===== config.mk =====
export PLATFORM = sky130hd
export DESIGN_NAME = cpu_datapath
export DESIGN_NICKNAME = d
export VERILOG_FILES = /design/src/rtl/cpu_datapath.sv
export SDC_FILE = /design/constraint.sdc
export NUM_CORES = 1
export LEC_CHECK = 0
export ABC_CLOCK_PERIOD_IN_PS = 4300
export CELL_PAD_IN_SITES_DETAIL_PLACEMENT = 1
export CELL_PAD_IN_SITES_GLOBAL_PLACEMENT = 2
export CORE_ASPECT_RATIO = 0.5
export CORE_MARGIN = 2
export CORE_UTILIZATION = 40
export DETAILED_ROUTE_END_ITERATION = 8
export DONT_BUFFER_PORTS = 1
export PLACE_DENSITY_LB_ADDON = 0.15
export SYNTH_ARGS = -nofsm -noshare
export SYNTH_HDL_FRONTEND = slang
export SYNTH_SLANG_ARGS = --single-unit

===== constraint.sdc =====
create_clock -name clk -period 4.3 [get_ports clk]
set_clock_uncertainty 0.15 [all_clocks]
set_input_delay 1.075 -clock clk [delete_from_list [all_inputs] [get_ports clk]]
set_output_delay 1.075 -clock clk [all_outputs]
set_load 0.01 [all_outputs]

===== src/rtl/cpu_datapath.sv =====
// Register/bus datapath of the 8-bit teaching CPU: shared bus, PC/MAR/IR/A/B,
// ALU with flags, program RAM with a side load port, and the output register.
module cpu_datapath #(
    parameter int DW = 8,
    parameter int AW = 4
) (
    input  logic          clk,
    input  logic          rstn,
    input  logic [14:0]   ctrlwrd,
    input  logic          prog_we,
    input  logic [AW-1:0] prog_addr,
    input  logic [DW-1:0] prog_data,
    output logic [3:0]    instruction,
    output logic [DW-1:0] bus,
    output logic [AW-1:0] pc,
    output logic [DW-1:0] areg,
    output logic [DW-1:0] out_data,
    output logic          out_valid,
    output logic          carry,
    output logic          zero,
    output logic          halted
);
    localparam int DEPTH = 1 << AW;

    logic j, co, ce, oi, bi, su, so, ao, ai, ii, io, ro, ri, mi, hlt;
    assign {hlt, mi, ri, ro, io, ii, ai, ao, so, su, bi, oi, ce, co, j} = ctrlwrd;

    logic [AW-1:0] pc_q, pc_d, mar_q;
    logic [DW-1:0] ir_q, a_q, b_q, out_q;
    logic          out_valid_q, carry_q, zero_q, halted_q;
    logic [DW-1:0] ram_q [DEPTH];

    logic [DW:0]   alu_full;
    logic [DW-1:0] alu_res;

    // Subtract is A + ~B + 1, so carry=1 means "no borrow" (A >= B).
    always_comb begin
        alu_full = {1'b0, a_q} + {1'b0, (su ? ~b_q : b_q)} + {{DW{1'b0}}, su};
    end
    assign alu_res = alu_full[DW-1:0];

    always_comb begin
        bus = '0;
        if (co)      bus = {{(DW-AW){1'b0}}, pc_q};
        else if (ro) bus = ram_q[mar_q];
        else if (io) bus = {{(DW-4){1'b0}}, ir_q[3:0]};
        else if (ao) bus = a_q;
        else if (so) bus = alu_res;
    end

    always_comb begin
        pc_d = pc_q;
        if (j)       pc_d = bus[AW-1:0];
        else if (ce) pc_d = pc_q + AW'(1);
    end

    always_ff @(posedge clk or negedge rstn) begin
        if (!rstn) begin
            pc_q        <= '0;
            mar_q       <= '0;
            ir_q        <= '0;
            a_q         <= '0;
            b_q         <= '0;
            out_q       <= '0;
            out_valid_q <= 1'b0;
            carry_q     <= 1'b0;
            zero_q      <= 1'b0;
            halted_q    <= 1'b0;
        end else begin
            out_valid_q <= 1'b0;
            if (!halted_q) begin
                pc_q <= pc_d;
                if (mi) mar_q <= bus[AW-1:0];
                if (ii) ir_q  <= bus;
                if (ai) a_q   <= bus;
                if (bi) b_q   <= bus;
                if (oi) begin
                    out_q       <= bus;
                    out_valid_q <= 1'b1;
                end
                if (so && ai) begin
                    carry_q <= alu_full[DW];
                    zero_q  <= (alu_res == '0);
                end
                if (hlt) halted_q <= 1'b1;
            end
        end
    end

    // RAM is not reset; the load port only acts while the core is idle or halted,
    // which keeps it from ever coinciding with an RI write.
    always_ff @(posedge clk) begin
        if (rstn && !halted_q && ri) begin
            ram_q[mar_q] <= bus;
        end else if (rstn && prog_we && (ctrlwrd == '0 || halted_q)) begin
            ram_q[prog_addr] <= prog_data;
        end
    end

    assign instruction = ir_q[7:4];
    assign pc          = pc_q;
    assign areg        = a_q;
    assign out_data    = out_q;
    assign out_valid   = out_valid_q;
    assign carry       = carry_q;
    assign zero        = zero_q;
    assign halted      = halted_q;
endmodule


==> results.toml, run 1 <==
[outcome]
status = "complete, no violations"

[flow_run]
drv_cap = 0

[clock_tree]
cts_tree = "yes"
cts_made_buffers = 17
post_cts_buffers = 0
cts_buffer_depth = 2
worstSkewPairLatency_ps = 440
cts.clk_slew.worst_paths_ps = 70
numClockSinks = 172
cts_hold_buf = 0
cts_resized = 0
htreeDepth = 4
clockRootBuffer = "clkbuf_16"

[power]
switchingPower_w = 0.001159
p_leak_nw = 3.281
combPwrFrac_pct = 14.5
p_int_w = 0.003002
swShare_pct = 27.86
clkPwrFrac_pct = 38.7
vdd_ir_drop_max_mv = 0.2732
power_density_nw_per_um2 = 451.7
sequentialPowerShare_pct = 46.9

[setup_path]
arrival_ps = 2950
r2r_cells = 9
path_class = "in2out"
worst-path-max-fanout = 9
end_kind = "primary output"
start_kind = "input port"
required_ps = 3070

[logic_synthesis]
synth_top_area_share_pct = 47.44
yosys.area_share.xor_xnor_pct = 1.297
synthArstFlopShare_pct = 25.58
synth_flop_cell = "edfxtp_1"
synth_compound_area_share_pct = 10.99
yosys_warnings = 0
syn-num-nets = 637
ys_ff_latch = 172
synth_top_family_by_area = "compound AO/OA/AOI/OAI gates"
synth_mux_area_share_pct = 10.93
synth-simple-area-share_pct = 10.84
synth_fa_ha_area_share_pct = 1.482
mappedNetlistArea_um2 = 8103
ys_top_cells_by_area = "edfxtp_1, dfrtp_1, mux4_2"
synth_edf_count = 128
seq_area_frac_synth_pct = 61.03
netlist_instances = 598
synth_cell_types = 73
yosysTopAreaCell = "edfxtp_1"
avgSynthCellArea_um2 = 13.55

[global_route]
grt_max_degree = 47
use_met1_pct = 33.50
grt-busiest-layer = "met2"
grt_pass1_vias = 5359
grt_pass1_wl_mm = 35.99
met3_usage_pct = 5.708
grtUsageMet2_pct = 36.03
grt_use_total_pct = 23.46
antenna_found_initial = 0
grt_overflow = 0

[place]
portBuffers = 0
gp_congestion = 0.7880
dp_hpwl_mm = 16.74

[final_layout]
regArea_um2 = 4949
antennaDiodeCount = 0
nNetsFinal = 667
multi_input_area_um2 = 2907
drive_gt1_share_pct = 19.84
area_growth_pct = 13.68
n_fill_cell = 1986
final_cell_mix = "edfxtp_1, nand2_1, nor2_1"
final_common_cell = "edfxtp_1"

[die]
fp.dieH_um = 104.6
dieArea_um2 = 21480
die_width_um = 205.3
core_area_um2 = 19640
num_io_pins = 66
core.rowCount = 36
initial_core_util_pct = 41.26

[sta]
hold_slack_ps = 170.1
setup_viol = 0
tns_ps = 0
min_period_ps = 4172
max_slew_margin_pct = 17.88
finalMaxSlewViolations = 0
worstMarginPinSlew_ps = 1226
finalHoldViolCount = 0
rsz0062_at_grt = "no"
fmax_mhz = 239.7
layout_worst_path_cycle_share_pct = 97.02

[routing]
routedWlPerCell_um = 26.27
drt.antenna.violating_nets = 0
viasPerCell = 5.719
totalWireLength_mm = 23.80
firstDrtPassIters = 4
route.detailed.drc = 0
first_iter_violations = 404
vias = 5181

[worst_hold_path]
hold_path_class = "in2async"
## path summary, 6_finish.rpt
| kind | start | slack [ps] | end |
|---|---|---|---|
| max in group asynchronous | rstn | 3730 | ir_q[3] |
| setup reg to reg | b_q[0] | 580 | ram_q[5][6] |
| hold / removal | rstn | 170 | out_data[0] |
| min in group clk | ir_q[1] | 340 | ir_q[1] |
| hold reg to reg | ir_q[1] | 340 | ir_q[1] |
| setup / recovery | ctrlwrd[5] | 130 | bus[6] |
## cell usage after synthesis, types with 11 or more instances
cell      instances
a21oi_1          12
a31oi_1          15
buf_2            11
clkbuf_1         11
dfrtp_1          44
edfxtp_1        128
inv_1            12
mux2i_1          15
mux4_2           24
nand2_1          55
nand2b_1         11
nand3_1          12
nor2_1           46
nor2b_1          13
o21ai_0          19
o21ai_1          12
xor2_1           11
## logic make-up after synthesis
logic type	after synthesis
flip-flops	172
XOR/XNOR	12
multiplexers	52
AO/OA/AOI/OAI	125
adder cells (fa/ha/maj)	9
buffers and inverters	49
AND/OR/NAND/NOR	179
## worst max-delay path, cell delays in order
cell,delay [ps]
mux2i_4,170
inv_1,90
fa_1,440
a21o_1,240
a221o_1,340
mux2i_1,210
a211oi_2,120
nor2_1,140
buf_4,130
## layer usage
layer  routed length [µm]  share of wire, %
met5                    0                 0
met4                  152              0.64
met3                 1249               5.2
met2                11000                46
met1                11400                48
## power by group through the flow
| stage | logic (W) | clock network [W] | registers (W) |
|---|---|---|---|
| after floorplan | 0.000435 | 0 | 0.00194 |
| after CTS | 0.000600 | 0.00163 | 0.00195 |
| after global routing | 0.000657 | 0.00171 | 0.00196 |
| after detailed placement | 0.000597 | 0 | 0.00199 |
| final | 0.000603 | 0.00161 | 0.00195 |
| after global placement | 0.000584 | 0 | 0.00198 |
## sequential cells by signal, summed over array words and instances (netlist names)
signal	flops
areg	8
b_q	8
carry	1
halted	1
ir_q	8
mar_q	4
out_data	8
out_valid	1
pc	4
ram_q	128
zero	1
## stage by stage
stage                     utilization [%]  std cells  cell area, µm²  setup WS, ps  power, W
after floorplan                         -        598            8103         28.49  0.002376
after global placement              43.71        875            8583         101.1  0.002569
after detailed placement            43.71        875            8583        -66.41  0.002582
after CTS                           46.76        906            9184        0.2398  0.004181
after global routing                46.90        906            9211         13.19  0.004320
final                               46.90        906            9211         128.0  0.004161
## final cells by class
cell class	instances	area share, %
Sequential cell	172	53.72
Timing Repair Buffer	46	4.021
Clock inverter	14	1.902
Tap cell	266	3.613
Clock buffer	17	4.618
Multi-Input combinational cell	377	31.55
Inverter	14	0.5705
(Power assumes the default switching activity.)
==> run 2, diff against run 1 <==
--- a/config.mk
+++ b/config.mk
@@ -13,7 +13,9 @@
 export CORE_UTILIZATION = 40
 export DETAILED_ROUTE_END_ITERATION = 8
 export DONT_BUFFER_PORTS = 1
+export HOLD_SLACK_MARGIN = 0.15
 export PLACE_DENSITY_LB_ADDON = 0.15
+export SKIP_LAST_GASP = 1
 export SYNTH_ARGS = -nofsm -noshare
 export SYNTH_HDL_FRONTEND = slang
 export SYNTH_SLANG_ARGS = --single-unit
==> results.toml, run 2 (synthesis results as in run 1) <==
[final_layout]
n_fill_cell = 1983
area_growth_pct = 14.18
top_register = "ram_q"
fin_util_pct = 47.11
final_cell_mix = "edfxtp_1, nand2_1, nor2_1"
nNetsFinal = 670
design_area_um2 = 9251
regArea_um2 = 4949
antennaDiodeCount = 0
multi_input_area_um2 = 2907
layout.cells.non_filler = 909
final_common_cell = "edfxtp_1"
drive_gt1_share_pct = 19.91
largest_reg_flops = 128

[place]
place_area_um2 = 8583
gp_congestion = 0.7880
dp.cells = 875
dp_hpwl_mm = 16.74
portBuffers = 0

[clock_tree]
cts.clk_slew.worst_paths_ps = 70
cts_tree = "yes"
worstSkewPairLatency_ps = 440
cts_made_buffers = 17
post_cts_buffers = 0
htreeDepth = 4
cts_buffer_depth = 2
clockRootBuffer = "clkbuf_16"
numClockSinks = 172

[global_route]
antenna_found_initial = 0
grt_pass1_wl_mm = 36.17
grt_use_total_pct = 23.61
grt_max_degree = 25
grt_overflow = 0
grt_pass1_vias = 5376

[routing]
vias = 5197
viasPerCell = 5.717
totalWireLength_mm = 24.04
firstDrtPassIters = 5
routedWlPerCell_um = 26.45
route.detailed.drc = 0
first_iter_violations = 362
drt.antenna.violating_nets = 0

[setup_path]
start_kind = "input port"
arrival_ps = 2940
worst-path-max-fanout = 9
required_ps = 3070
end_kind = "primary output"
rrSetupSlack_ps = 600
r2r_cells = 9
path_class = "in2out"

[sta]
setup_viol = 0
fmax_mhz = 239.8
hold_slack_ps = 174.3
min_period_ps = 4170
worstMarginPinSlew_ps = 1238
rsz0062_at_grt = "no"
tns_ps = 0
layout_worst_path_cycle_share_pct = 96.97
finalHoldViolCount = 0
max_slew_margin_pct = 17.07
finalMaxSlewViolations = 0

[power]
switchingPower_w = 0.001168
p_leak_nw = 3.299
vdd_ir_drop_max_mv = 0.2723
power_density_nw_per_um2 = 451.0
swShare_pct = 27.98
combPwrFrac_pct = 14.7
sequentialPowerShare_pct = 46.7
p_int_w = 0.003005
clkPwrFrac_pct = 38.5

[die]
core.rowCount = 36
core_area_um2 = 19640
die_width_um = 205.3
dieArea_um2 = 21480
initial_core_util_pct = 41.26
num_io_pins = 66
fp.dieH_um = 104.6

[outcome]
status = "complete, no violations"

[flow_run]
drv_cap = 0

[worst_hold_path]
hold_path_class = "in2async"
[run 2: cell types whose count changed in the layout (fill, tap and decap cells not counted)]
| cell | change |
|---|---|
| buf_12 | +1 |
| dlygate4sd3_1 | +2 |
[run 2: final cells by class]
type | instances | area share [%]
clock buffers | 17 | 4.598
multi-input cells | 377 | 31.42
flip-flops and latches | 172 | 53.49
well taps | 266 | 3.598
inverters | 14 | 0.5680
clock inverters | 14 | 1.893
repair buffers | 49 | 4.436
[run 2: final timing paths]
check,start,end
max in group asynchronous,rstn,ir_q[3]
hold / removal,rstn,mar_q[2]
hold reg to reg,ir_q[1],ir_q[1]
min in group clk,ir_q[1],ir_q[1]
setup reg to reg,b_q[0],ram_q[6][6]
setup / recovery,ctrlwrd[5],bus[6]
[run 2: layer usage]
layer  vias up  global-route usage, %  routed length, µm  share of wire [%]
met5         -                      0                  0                  0
met3        22                  5.926               1035                4.3
met2        94                  36.61              11160                 46
met1      2712                  33.24              11550                 48
li1       2369                      -                  -                  -
met4         0                  6.115                301                1.3
[run 2: power by group through the flow]
| stage | Clock (W) | Sequential, W | Combinational (W) |
|---|---|---|---|
| 3_5_place_dp | 0 | 0.00199 | 0.000597 |
| 5_1_grt | 0.00171 | 0.00196 | 0.000669 |
| 4_1_cts | 0.00163 | 0.00195 | 0.000609 |
| 3_3_place_gp | 0 | 0.00198 | 0.000584 |
| 2_1_floorplan | 0 | 0.00194 | 0.000435 |
| 6_report | 0.00161 | 0.00195 | 0.000614 |
[run 2: what timing repair did]
action,CTS,global route
hold buffers,2,1
setup endpoints to repair,0,3
hold endpoints to repair,23,11
gates resized for setup,0,4
[run 2: stage by stage]
| stage | power [W] | setup WS, ps |
|---|---|---|
| 2_1_floorplan | 0.002376 | 28.49 |
| 3_3_place_gp | 0.002569 | 101.1 |
| 3_5_place_dp | 0.002582 | -66.41 |
| 4_1_cts | 0.004189 | 0.2398 |
| 5_1_grt | 0.004333 | 13.19 |
| 6_report | 0.004173 | 130.3 |
[run 2: critical path, stage by stage]
cell,delay [ps]
mux2i_4,160
inv_1,90
fa_1,440
a21o_1,240
a221o_1,340
mux2i_1,210
a211oi_2,120
nor2_1,140
buf_4,130
